### config.mk
export PLATFORM = sky130hd
export DESIGN_NAME = audio_mix_sched
export DESIGN_NICKNAME = d
export VERILOG_FILES = /design/src/rtl/audio_pkg.sv /design/src/rtl/audio_mac_sat.sv /design/src/rtl/audio_mix_sched.sv
export SDC_FILE = /design/constraint.sdc
export NUM_CORES = 1
export LEC_CHECK = 0
export CAP_MARGIN = 20
export CELL_PAD_IN_SITES_DETAIL_PLACEMENT = 0
export CELL_PAD_IN_SITES_GLOBAL_PLACEMENT = 1
export CORE_MARGIN = 3
export CORE_UTILIZATION = 25
export CTS_BUF_LIST = sky130_fd_sc_hd__clkbuf_2
export DETAILED_ROUTE_END_ITERATION = 8
export DONT_BUFFER_PORTS = 1
export GPL_TIMING_DRIVEN = 0
export PLACE_DENSITY_LB_ADDON = 0.1
export SETUP_SLACK_MARGIN = 0.3
export SLEW_MARGIN = 10
export SYNTH_ARGS = -nofsm -noshare
export SYNTH_HDL_FRONTEND = slang
export SYNTH_HIERARCHICAL = 1
export SYNTH_SLANG_ARGS = --single-unit
### constraint.sdc
create_clock -name clock -period 9.7 [get_ports clock]
set_input_delay 0.97 -clock clock [delete_from_list [all_inputs] [get_ports clock]]
set_output_delay 0.97 -clock clock [all_outputs]
set_load 0.05 [all_outputs]
### src/rtl/audio_pkg.sv
// Shared constants and types for the frame-synchronous audio mixer.
package audio_pkg;

   localparam int FRAME_DEFAULT = 512;
   localparam int VOL_UNITY     = 8;
   localparam int SAMPLE_W      = 16;
   localparam int VOL_W         = 4;
   // Signed sample times zero-extended gain: 16 + 4 + 1 sign bit.
   localparam int PROD_W        = SAMPLE_W + VOL_W + 1;

   localparam int SAMPLE_MAX    = 32767;
   localparam int SAMPLE_MIN    = -32768;

   typedef enum logic [1:0] {
      IDLE,
      ACC,
      SAT,
      DONE
   } state_t;

   typedef enum logic {
      SIDE_L,
      SIDE_R
   } side_t;

endpackage

### src/rtl/audio_mac_sat.sv
// Shared multiply-accumulate with separate left/right accumulators, plus the
// combinational shift-and-clamp stage that turns each accumulator into a
// 16-bit sample and a clip flag.
module audio_mac_sat
   import audio_pkg::*;
#(
   parameter int ACC_W     = PROD_W + 2,
   parameter int VOL_SHIFT = 3
) (
   input  logic                       clock,
   input  logic                       reset,
   input  logic                       clr,
   input  logic                       en,
   input  side_t                      side,
   input  logic signed [SAMPLE_W-1:0] sample,
   input  logic        [VOL_W-1:0]    vol,
   input  logic                       mute,
   output logic signed [SAMPLE_W-1:0] sat_l,
   output logic signed [SAMPLE_W-1:0] sat_r,
   output logic                       clip_l,
   output logic                       clip_r
);

   logic signed [PROD_W-1:0] sample_ext;
   logic signed [PROD_W-1:0] vol_ext;
   logic signed [PROD_W-1:0] product;
   logic signed [ACC_W-1:0]  acc_l;
   logic signed [ACC_W-1:0]  acc_r;

   // Single shared multiplier: sign-extended sample times non-negative gain.
   always_comb begin
      sample_ext = PROD_W'(sample);
      vol_ext    = PROD_W'({1'b0, vol});
      product    = mute ? '0 : sample_ext * vol_ext;
   end

   // Accumulate the current product into the side selected by the sequencer.
   always_ff @(posedge clock) begin
      if (reset) begin
         acc_l <= '0;
         acc_r <= '0;
      end else if (clr) begin
         acc_l <= '0;
         acc_r <= '0;
      end else if (en) begin
         if (side == SIDE_L) acc_l <= acc_l + ACC_W'(product);
         else                acc_r <= acc_r + ACC_W'(product);
      end
   end

   // Arithmetic shift back to sample scale, then clamp; MSB of result is the clip flag.
   function automatic logic [SAMPLE_W:0] clamp(input logic signed [ACC_W-1:0] acc);
      logic signed [ACC_W-1:0] m;
      m = acc >>> VOL_SHIFT;
      if (m > ACC_W'(SAMPLE_MAX))      clamp = {1'b1, SAMPLE_W'(SAMPLE_MAX)};
      else if (m < ACC_W'(SAMPLE_MIN)) clamp = {1'b1, SAMPLE_W'(SAMPLE_MIN)};
      else                             clamp = {1'b0, m[SAMPLE_W-1:0]};
   endfunction

   assign {clip_l, sat_l} = clamp(acc_l);
   assign {clip_r, sat_r} = clamp(acc_r);

endmodule

### src/rtl/audio_mix_sched.sv
// Frame-synchronous stereo mixer: snapshots all sources at frame start,
// sequences one MAC over every channel/side, saturates into staging, and
// commits staging to l/r only at the next frame boundary.
module audio_mix_sched
   import audio_pkg::*;
#(
   parameter int CHANNELS  = 4,
   parameter int FRAME     = FRAME_DEFAULT,
   parameter int VOL_SHIFT = 3
) (
   input  logic                          clock,
   input  logic                          reset,
   input  logic [SAMPLE_W*CHANNELS-1:0]  src_l,
   input  logic [SAMPLE_W*CHANNELS-1:0]  src_r,
   input  logic [VOL_W*CHANNELS-1:0]     vol,
   input  logic [CHANNELS-1:0]           mute,
   output logic signed [SAMPLE_W-1:0]    l,
   output logic signed [SAMPLE_W-1:0]    r,
   output logic                          frame,
   output logic                          clip_l,
   output logic                          clip_r,
   output logic                          busy
);

   localparam int FC_W  = $clog2(FRAME);
   localparam int CH_W  = (CHANNELS > 1) ? $clog2(CHANNELS) : 1;
   localparam int ACC_W = PROD_W + $clog2(CHANNELS);

   // The mix sequence must finish well inside one frame, or commits would tear.
   if (CHANNELS < 1 || CHANNELS > 8) begin : g_bad_channels
      $error("audio_mix_sched: CHANNELS must be 1..8");
   end
   if (2 * CHANNELS + 2 >= FRAME) begin : g_bad_frame
      $error("audio_mix_sched: 2*CHANNELS+2 must be less than FRAME");
   end

   logic [FC_W-1:0]                     fc;
   logic                                frame_start;

   logic [CHANNELS-1:0][SAMPLE_W-1:0]   snap_l;
   logic [CHANNELS-1:0][SAMPLE_W-1:0]   snap_r;
   logic [CHANNELS-1:0][VOL_W-1:0]      snap_vol;
   logic [CHANNELS-1:0]                 snap_mute;

   state_t                              state, state_next;
   side_t                               side, side_next;
   logic [CH_W-1:0]                     ch, ch_next;
   logic                                clr, en, stg_we;

   logic signed [SAMPLE_W-1:0]          mac_sample;
   logic signed [SAMPLE_W-1:0]          sat_l, sat_r;
   logic                                sat_clip_l, sat_clip_r;
   logic signed [SAMPLE_W-1:0]          stg_l, stg_r;
   logic                                stg_clip_l, stg_clip_r;

   assign frame_start = (fc == '0) && !reset;
   assign frame       = frame_start;
   assign busy        = (state != IDLE);

   // Free-running frame counter, wrapping FRAME-1 -> 0.
   always_ff @(posedge clock) begin
      // NOTE: sequential state uses non-blocking assignment so every register
      // samples pre-edge values, independent of block ordering.
      if (reset)                          fc <= '0;
      else if (fc == FC_W'(FRAME - 1))    fc <= '0;
      else                                fc <= fc + FC_W'(1);
   end

   // Frame boundary: commit old staging and snapshot new inputs in the same cycle.
   always_ff @(posedge clock) begin
      if (reset) begin
         snap_l    <= '0;
         snap_r    <= '0;
         snap_vol  <= '0;
         snap_mute <= '0;
         l         <= '0;
         r         <= '0;
         clip_l    <= 1'b0;
         clip_r    <= 1'b0;
      end else if (frame_start) begin
         snap_l    <= src_l;
         snap_r    <= src_r;
         snap_vol  <= vol;
         snap_mute <= mute;
         l         <= stg_l;
         r         <= stg_r;
         clip_l    <= stg_clip_l;
         clip_r    <= stg_clip_r;
      end
   end

   // Sequencer state, channel index and side register.
   always_ff @(posedge clock) begin
      if (reset) begin
         state <= IDLE;
         ch    <= '0;
         side  <= SIDE_L;
      end else begin
         state <= state_next;
         ch    <= ch_next;
         side  <= side_next;
      end
   end

   // Next-state and MAC control: ch0 L, ch0 R, ch1 L, ... then saturate.
   always_comb begin
      // NOTE: every output gets a default first so no path leaves one
      // unassigned, which would otherwise infer a latch.
      state_next = state;
      ch_next    = ch;
      side_next  = side;
      clr        = 1'b0;
      en         = 1'b0;
      stg_we     = 1'b0;
      case (state)
         IDLE: begin
            if (frame_start) begin
               state_next = ACC;
               clr        = 1'b1;
               ch_next    = '0;
               side_next  = SIDE_L;
            end
         end
         ACC: begin
            en = 1'b1;
            if (side == SIDE_L) begin
               side_next = SIDE_R;
            end else begin
               side_next = SIDE_L;
               if (ch == CH_W'(CHANNELS - 1)) state_next = SAT;
               else                           ch_next    = ch + CH_W'(1);
            end
         end
         SAT: begin
            stg_we     = 1'b1;
            state_next = DONE;
         end
         DONE:    state_next = IDLE;
         default: state_next = IDLE;
      endcase
   end

   // Operand select from the frame snapshot.
   always_comb begin
      mac_sample = (side == SIDE_L) ? snap_l[ch] : snap_r[ch];
   end

   audio_mac_sat #(
      .ACC_W     (ACC_W),
      .VOL_SHIFT (VOL_SHIFT)
   ) u_mac (
      .clock  (clock),
      .reset  (reset),
      .clr    (clr),
      .en     (en),
      .side   (side),
      .sample (mac_sample),
      .vol    (snap_vol[ch]),
      .mute   (snap_mute[ch]),
      .sat_l  (sat_l),
      .sat_r  (sat_r),
      .clip_l (sat_clip_l),
      .clip_r (sat_clip_r)
   );

   // Staging is written only in SAT, so the frame-boundary commit never sees a partial mix.
   always_ff @(posedge clock) begin
      if (reset) begin
         stg_l      <= '0;
         stg_r      <= '0;
         stg_clip_l <= 1'b0;
         stg_clip_r <= 1'b0;
      end else if (stg_we) begin
         stg_l      <= sat_l;
         stg_r      <= sat_r;
         stg_clip_l <= sat_clip_l;
         stg_clip_r <= sat_clip_r;
      end
   end

endmodule

# ---- Word level (Yosys, flattened, before mapping)
# Cells that the tools add are included.
dict set report totals {
  ff_bits 276
  inputBits 150
  out_inout_bits 36
}
dict set report op_classes {
  n_eq_ne 9
  multipliers 1
  magnitude_cmp 5
  reduce_logical 13
  mux 29
  bitwise_logic 1
  add_sub_neg 4
}
# op count
set op_table {}
lappend op_table {{17-bit 2-to-1 mux} 4}
lappend op_table {{16-bit binary-select mux with 2-bit select} 2}
lappend op_table {{16-bit 2-to-1 mux} 3}
lappend op_table {{23-bit by 21-bit adder with 23-bit output} 2}
lappend op_table {{20-bit by 16-bit > comparator with 1-bit output, second input constant} 2}
lappend op_table {{20-bit by 16-bit less-than comparator with 1-bit output, second input constant} 2}
lappend op_table {{16-bit by 5-bit multiplier with 21-bit output} 1}
lappend op_table {{21-bit 2-to-1 mux} 1}
lappend op_table {{2-bit 2-to-1 mux} 6}
lappend op_table {{9-bit by 1-bit adder with 9-bit output, second input constant} 1}
lappend op_table {{9-bit == test, second input constant} 1}
lappend op_table {{9-bit logical NOT} 1}
lappend op_table {{4-bit binary-select mux with 2-bit select} 1}
lappend op_table {{2-bit inequality test, second input constant} 4}
lappend op_table {{2-bit one-hot mux with 4 select lines} 1}
lappend op_table {{1-bit 2-to-1 mux} 7}
lappend op_table {{2-bit == test, second input constant} 3}
lappend op_table {{2-bit AND reduction} 3}
lappend op_table {{4-bit 2-to-1 mux} 1}
lappend op_table {{2-bit one-hot mux with 2 select lines} 1}
lappend op_table {{4-bit AND reduction} 1}
lappend op_table {{2-bit nonzero test} 2}
lappend op_table {{2-bit OR reduction} 2}
lappend op_table {{2-bit by 3-bit less-than comparator with 1-bit output, second input constant} 1}
lappend op_table {{other kinds (9)} 9}

# ---- Logic depth before layout (Yosys ltp)
dict set report depth {
  ltp_word 6
  ltp_mapped 33
  mapped_depth_nobuf 28
}

# ---- Modules after synthesis
# The synthesis kept the hierarchy.
# module instances seq_area_each_um2 cells_per_inst area_each_um2
set modules_own_cells {}
lappend modules_own_cells {audio_mix_sched 1 4604.4 1047 9253.9}
lappend modules_own_cells {audio_mac_sat 1 920.9 834 6497.5}

# ---- Least setup slack after synthesis
# Ideal clock, no wire load.
dict set report synth_timing {
  path_kind {register -> register}
  from {reg ch[0]}
  to {reg u_mac.acc_l[22]}
  period_less_slack_ns 6.794
  n_path_buf 5
  required_ns 9.574
  arrival_ns 6.668
  setup_ns 0.126
  stages_incl_launch_ff 30
  setup_slack_ns 2.906
  path_cell_list {dfxtp_1 > buf_2 > buf_2 > buf_4 > mux4_2 > clkbuf_1 > and2_1 > ha_1 > fa_1 > inv_1 > fa_1 > inv_1 > ha_1 > buf_6 > a21oi_4 > o211ai_4 > a2111oi_2 > o21ai_2 > a211oi_1 > xor2_1 > nor2_1 > ha_1 > a21o_1 > a21o_1 > a221o_1 > a21o_1 > a31o_1 > and4_1 > o21ai_1 > o31ai_1}
}
dict set report synth_between {
  elab_chain_cells 6
  word_cells_on_any_way 12
  cone_classes {add/sub (1); mul (1); mux (10)}
}
# item line
set synth_rtl {}
lappend synth_rtl {{from (decl)} audio_mix_sched.sv:47} ;# logic [CH_W-1:0] ch, ch_next;
lappend synth_rtl {{from (signal assigned)} audio_mix_sched.sv:100} ;# ch <= ch_next;
lappend synth_rtl {{16-bit binary-select mux with 2-bit select} audio_mix_sched.sv:145} ;# mac_sample = (side == SIDE_L) ? snap_l[ch] : snap_r[ch];
lappend synth_rtl {{16-bit 2-to-1 mux (implied by the code)} audio_mix_sched.sv:145}
lappend synth_rtl {{16-bit 2-to-1 mux} audio_mix_sched.sv:145}
lappend synth_rtl {{16-bit by 5-bit multiplier with 21-bit output} audio_mac_sat.sv:34} ;# product = mute ? '0 : sample_ext * vol_ext;
lappend synth_rtl {{21-bit 2-to-1 mux *} audio_mac_sat.sv:34}
lappend synth_rtl {{23-bit by 21-bit adder with 23-bit output *} audio_mac_sat.sv:46} ;# if (side == SIDE_L) acc_l <= acc_l + ACC_W'(product);
lappend synth_rtl {{to (signal assigned)} audio_mac_sat.sv:46}
lappend synth_rtl {{to (decl)} audio_mac_sat.sv:27} ;# logic signed [ACC_W-1:0] acc_l;
# Mark *: on every way between the ends. The rest lies on a longest branch, timed or not. The select of a mux whose other input is x is not followed.
# A chain may end at the register's enable or synchronous reset.

# ---- Worst setup path in the final report
dict set report layout_timing {
  from {reg ch[1]}
  to {reg u_mac.acc_l[22]}
}
# The elaborated chain is that of the path after synthesis.

==> flow_metrics.tcl <==
set metrics [dict create \
    outcome "complete, no violations" \
    worst_path_dominant_cell_family "compound AO/OA/AOI/OAI gates" \
    synth-edff-count 0 \
    syn-num-nets 2157 \
    route.final.wire_length_um 55700 \
    synth_area_leader_cell "sky130_fd_sc_hd__dfxtp_1" \
    sequential_cell_area_mm2 0.00553 \
    p_sw_share_pct 35.6 \
    crit_fanout 10 \
    grt_first_pass_wirelength_um 84000 \
    pwrdens_mw_per_mm2 141 \
    postSynth.topFlopCell "sky130_fd_sc_hd__dfxtp_1" \
    slowest_stage "sky130_fd_sc_hd__clkbuf_1" \
    cts_sinks 276 \
    asyncSetResetFlopFracSynth_pct 0 \
    critical_path.reg2reg.endpoint "u_mac/acc_l[22]" \
    initial_utilization_pct 25.4 \
    worstRegToRegCells 30 \
    synth-warning-count 6 \
    top_level_ports 186 \
    cell_internal_power_dissipation_mw 1.73 \
    synthesis.instances 1881 \
    dp_hpwl_um 43300 \
    post_synth_instance_area_mm2 0.0158 \
    crit_path_max_incr_delay_ns 0.81 \
    die_height_um 257 \
    clock-skew-final_ns 0.116 \
    grt_antenna_before_repair 10 \
    rsz0062_at_grt "no" \
    clk_lat_worst_skew_ns 1.12 \
    synth.avg_cell_area_um2 8.37 \
    finish.net_count 2394 \
    clk_pin_slew_worst_paths_ns 0.10 \
    setup.worst_path.end_class "register" \
    worst_path_most_repeated_cell "sky130_fd_sc_hd__a21o_1" \
    grt-ovfl-total 0 \
    hold-path-cell-count 3 \
    yosysTopAreaCellShare_pct 35.1 \
    tritoncts_clock_tree "done" \
    number_of_nets_with_antenna_violations_after_routing 0 \
    report.final.slew_viol_count 0 \
    hold-path-endpoint "u_mac/acc_l[22]" \
    slew-limit-headroom_pct 31.1 \
    worst-endpoint-arrival_ns 9.11 \
    die_width_um 257 \
    power.net_switching_uw 953 \
    max-cap-violations 0 \
    power.sequential.fraction_pct 45.5 \
    hold_viol 0 \
    cts_root_buffer "sky130_fd_sc_hd__clkbuf_2" \
    finalWeightedCongestion 0.788 \
    layout.core_utilization_pct 30.7 \
    totalNegativeSetupSlack_ns 0 \
    design.core.area_mm2 0.0621 \
    max_freq_ghz 0.122 \
    timing.reg2reg.setup_slack_ns 1.50 \
    power_leakage_nw 7.84 \
    timing.final.ws_setup_ns 1.50 \
    groute.usage.overall_pct 16.7 \
    drc 0 \
    numPortBuffers 0 \
    worstReg2RegStart "ch[1]" \
    combPwrFrac_pct 21.2 \
    crit_path_buf_inv_count 5 \
    cts.path.max_buffers 3 \
    multi_input_comb_area_mm2 0.00931 \
    worst_supply_voltage_drop_on_vdd_uv 62.0 \
    holdCritStartpoint "reset" \
    initialDrtViolationCount 509 \
    synth.yosys.seq_area_share_pct 35.1 \
    first_global_vias 14000 \
    setup.worst_path.start_class "register" \
    number_of_different_library_cells_in_the_post_synthesis_netlist 74 \
    min-delay-path-class "primary input to register" \
    pre_cts_slack_ns 1.30 \
    worstPathRequired_ns 10.61 \
    post_synth_main_area_contributors "sky130_fd_sc_hd__dfxtp_1 35%, sky130_fd_sc_hd__nand2_1 11%, sky130_fd_sc_hd__a21oi_1 8.5%, sky130_fd_sc_hd__ha_1 7.2%, sky130_fd_sc_hd__mux4_2 5.3%" \
    path_class "register to register" \
    worst-slew-pin-transition_ns 1.03 \
    area_growth_pct 20.8 \
    number_of_buffers_created_by_cts 86 \
    fill_cells 6795 \
    first_drt_pass_iteration_count 4 \
    area_enclosed_by_the_die_boundary_mm2 0.0661 \
    grt_max_degree 14 \
    final_period_minus_worst_setup_slack_ns 8.20 \
    vias 13700 \
    finalCritPeriodShare_pct 84.5 \
    layout_cells_sized_above_1_pct 11.4 \
    vias_per_cell 4.52 \
    power_frac_clock_pct 33.3 \
    wire_per_inst_um 18.5 \
    rows 91 \
    htree_num_levels 3 \
    yosys_register_bits 276 \
    setup_viol 0 \
]
-- worst register-to-register path, delay by kind of cell, from the launching register on --
family | cells | cell delay, ns
AOI/OAI and AO/OA | 12 | 2.21
xor gates and xnor gates | 1 | 0.11
adders and majority gates | 5 | 2.09
buffers and inverters | 5 | 1.61
DFF | 1 | 0.39
muxes | 1 | 0.55
and+or+nand+nor | 6 | 1.07
-- logic make-up after synthesis --
group                    after synthesis  synth area share (%)
flip-flops                           276                  35.1
XOR/XNOR                              52                  2.89
adder cells (fa/ha/maj)              126                  11.7
multiplexers                          91                  8.86
AND/OR/NAND/NOR                      707                  19.5
AO/OA/AOI/OAI                        426                  16.2
buffers and inverters                203                  5.80
-- stage by stage --
stage          cells  total power [mW]  hold WS, ns  area, um2
6_report        3019              2.68        0.265      19000
5_1_grt         3018              2.86        0.157      19000
4_1_cts         3011              2.76        0.104      19000
3_5_place_dp    2718              1.78        0.446      16800
3_3_place_gp    2718              1.78        0.441      16800
2_1_floorplan   1881              1.59        0.426      15800
-- layout by cell type (no fill, tap or decap), drive strengths merged, types with 12 or more instances in the layout --
master	n
nor2b	12
nand2	456
buf	49
xnor2	29
ha	91
mux2i	36
dfxtp	276
nand3	18
nand2b	13
clkbuf	182
clkinv	20
mux2	18
xor2	23
inv	96
nor2	98
dlygate4sd3	149
mux4	37
and2	50
o21ai	30
o21a	35
a21o	34
fa	35
a21oi	268
and3	16
-- power groups by stage --
stage | sequential (mW) | combinational [mW] | clock (mW)
detailed placement | 1.25 | 0.531 | 0
global placement | 1.24 | 0.532 | 0
CTS | 1.22 | 0.583 | 0.958
finish | 1.22 | 0.568 | 0.893
floorplan | 1.23 | 0.358 | 0
global route | 1.23 | 0.632 | 1.00
-- per-layer routing --
layer  track usage (%)  share of wire [%]  vias up
li1                  -                  -     6903
met1              21.2                 45     6367
met2              28.4                 48      274
met4              5.31                2.7        8
met5                 0              0.066        -
met3              3.58                4.2      101
-- repair_timing --
item                      in CTS  in global routing
hold buffers                 149                  0
resized for setup              0                  0
setup buffers                  0                  0
hold endpoints to repair     149                  0
-- sequential cells by signal, indices dropped and copies added (netlist names), 9 cells and up --
signal / cells
snap_r: 64
r: 16
snap_vol: 16
u_mac/acc_r: 23
l: 16
fc: 9
stg_r: 16
u_mac/acc_l: 23
snap_l: 64
stg_l: 16
-- how the worst max path moves through the flow --
| stage | slack [ns] | endpoint | cells past startpoint | start |
|---|---|---|---|---|
| final | 1.50 | u_mac/acc_l[22] | 30 | ch[1] |
| after global routing | 0.79 | u_mac/acc_r[22] | 30 | ch[1] |
| after CTS | 1.23 | u_mac/acc_l[21] | 32 | ch[1] |
| after detailed placement | 1.30 | u_mac/acc_l[21] | 32 | ch[1] |
| after global placement | 1.31 | u_mac/acc_l[22] | 28 | ch[1] |
| after floorplan | 2.91 | u_mac/acc_l[22] | 29 | ch[0] |
-- synth_stat cells (all sizes together), types with 3 or more instances --
master	n
nor3	6
o31ai	3
o21bai	5
nor4	5
nand2	456
o211ai	5
buf	49
or2	4
nand3b	4
a22o	7
inv	92
a31oi	10
a31o	3
fa	35
and2	50
xnor2	29
mux2i	36
nor2b	12
nand2b	13
mux4	37
o21ai	30
a211oi	9
a21oi	268
a211o	3
xor2	23
mux2	18
a21o	34
ha	91
nand3	18
nand4	6
nor2	98
and3	16
clkbuf	61
o21a	35
nor3b	5
or3	5
dfxtp	276
-- area by class of cell --
| type | instances | share of cell area [%] |
|---|---|---|
| sequential | 276 | 29.0 |
| antenna | 8 | 0.105 |
| clock inverter | 23 | 0.559 |
| inverter | 93 | 1.84 |
| tap | 837 | 5.51 |
| multi-input combinational | 1402 | 49.0 |
| buffer | 110 | 2.97 |
| timing repair buffer | 149 | 7.84 |
| clock buffer | 121 | 3.18 |
Note: power is estimated with default switching activity, not from simulation.
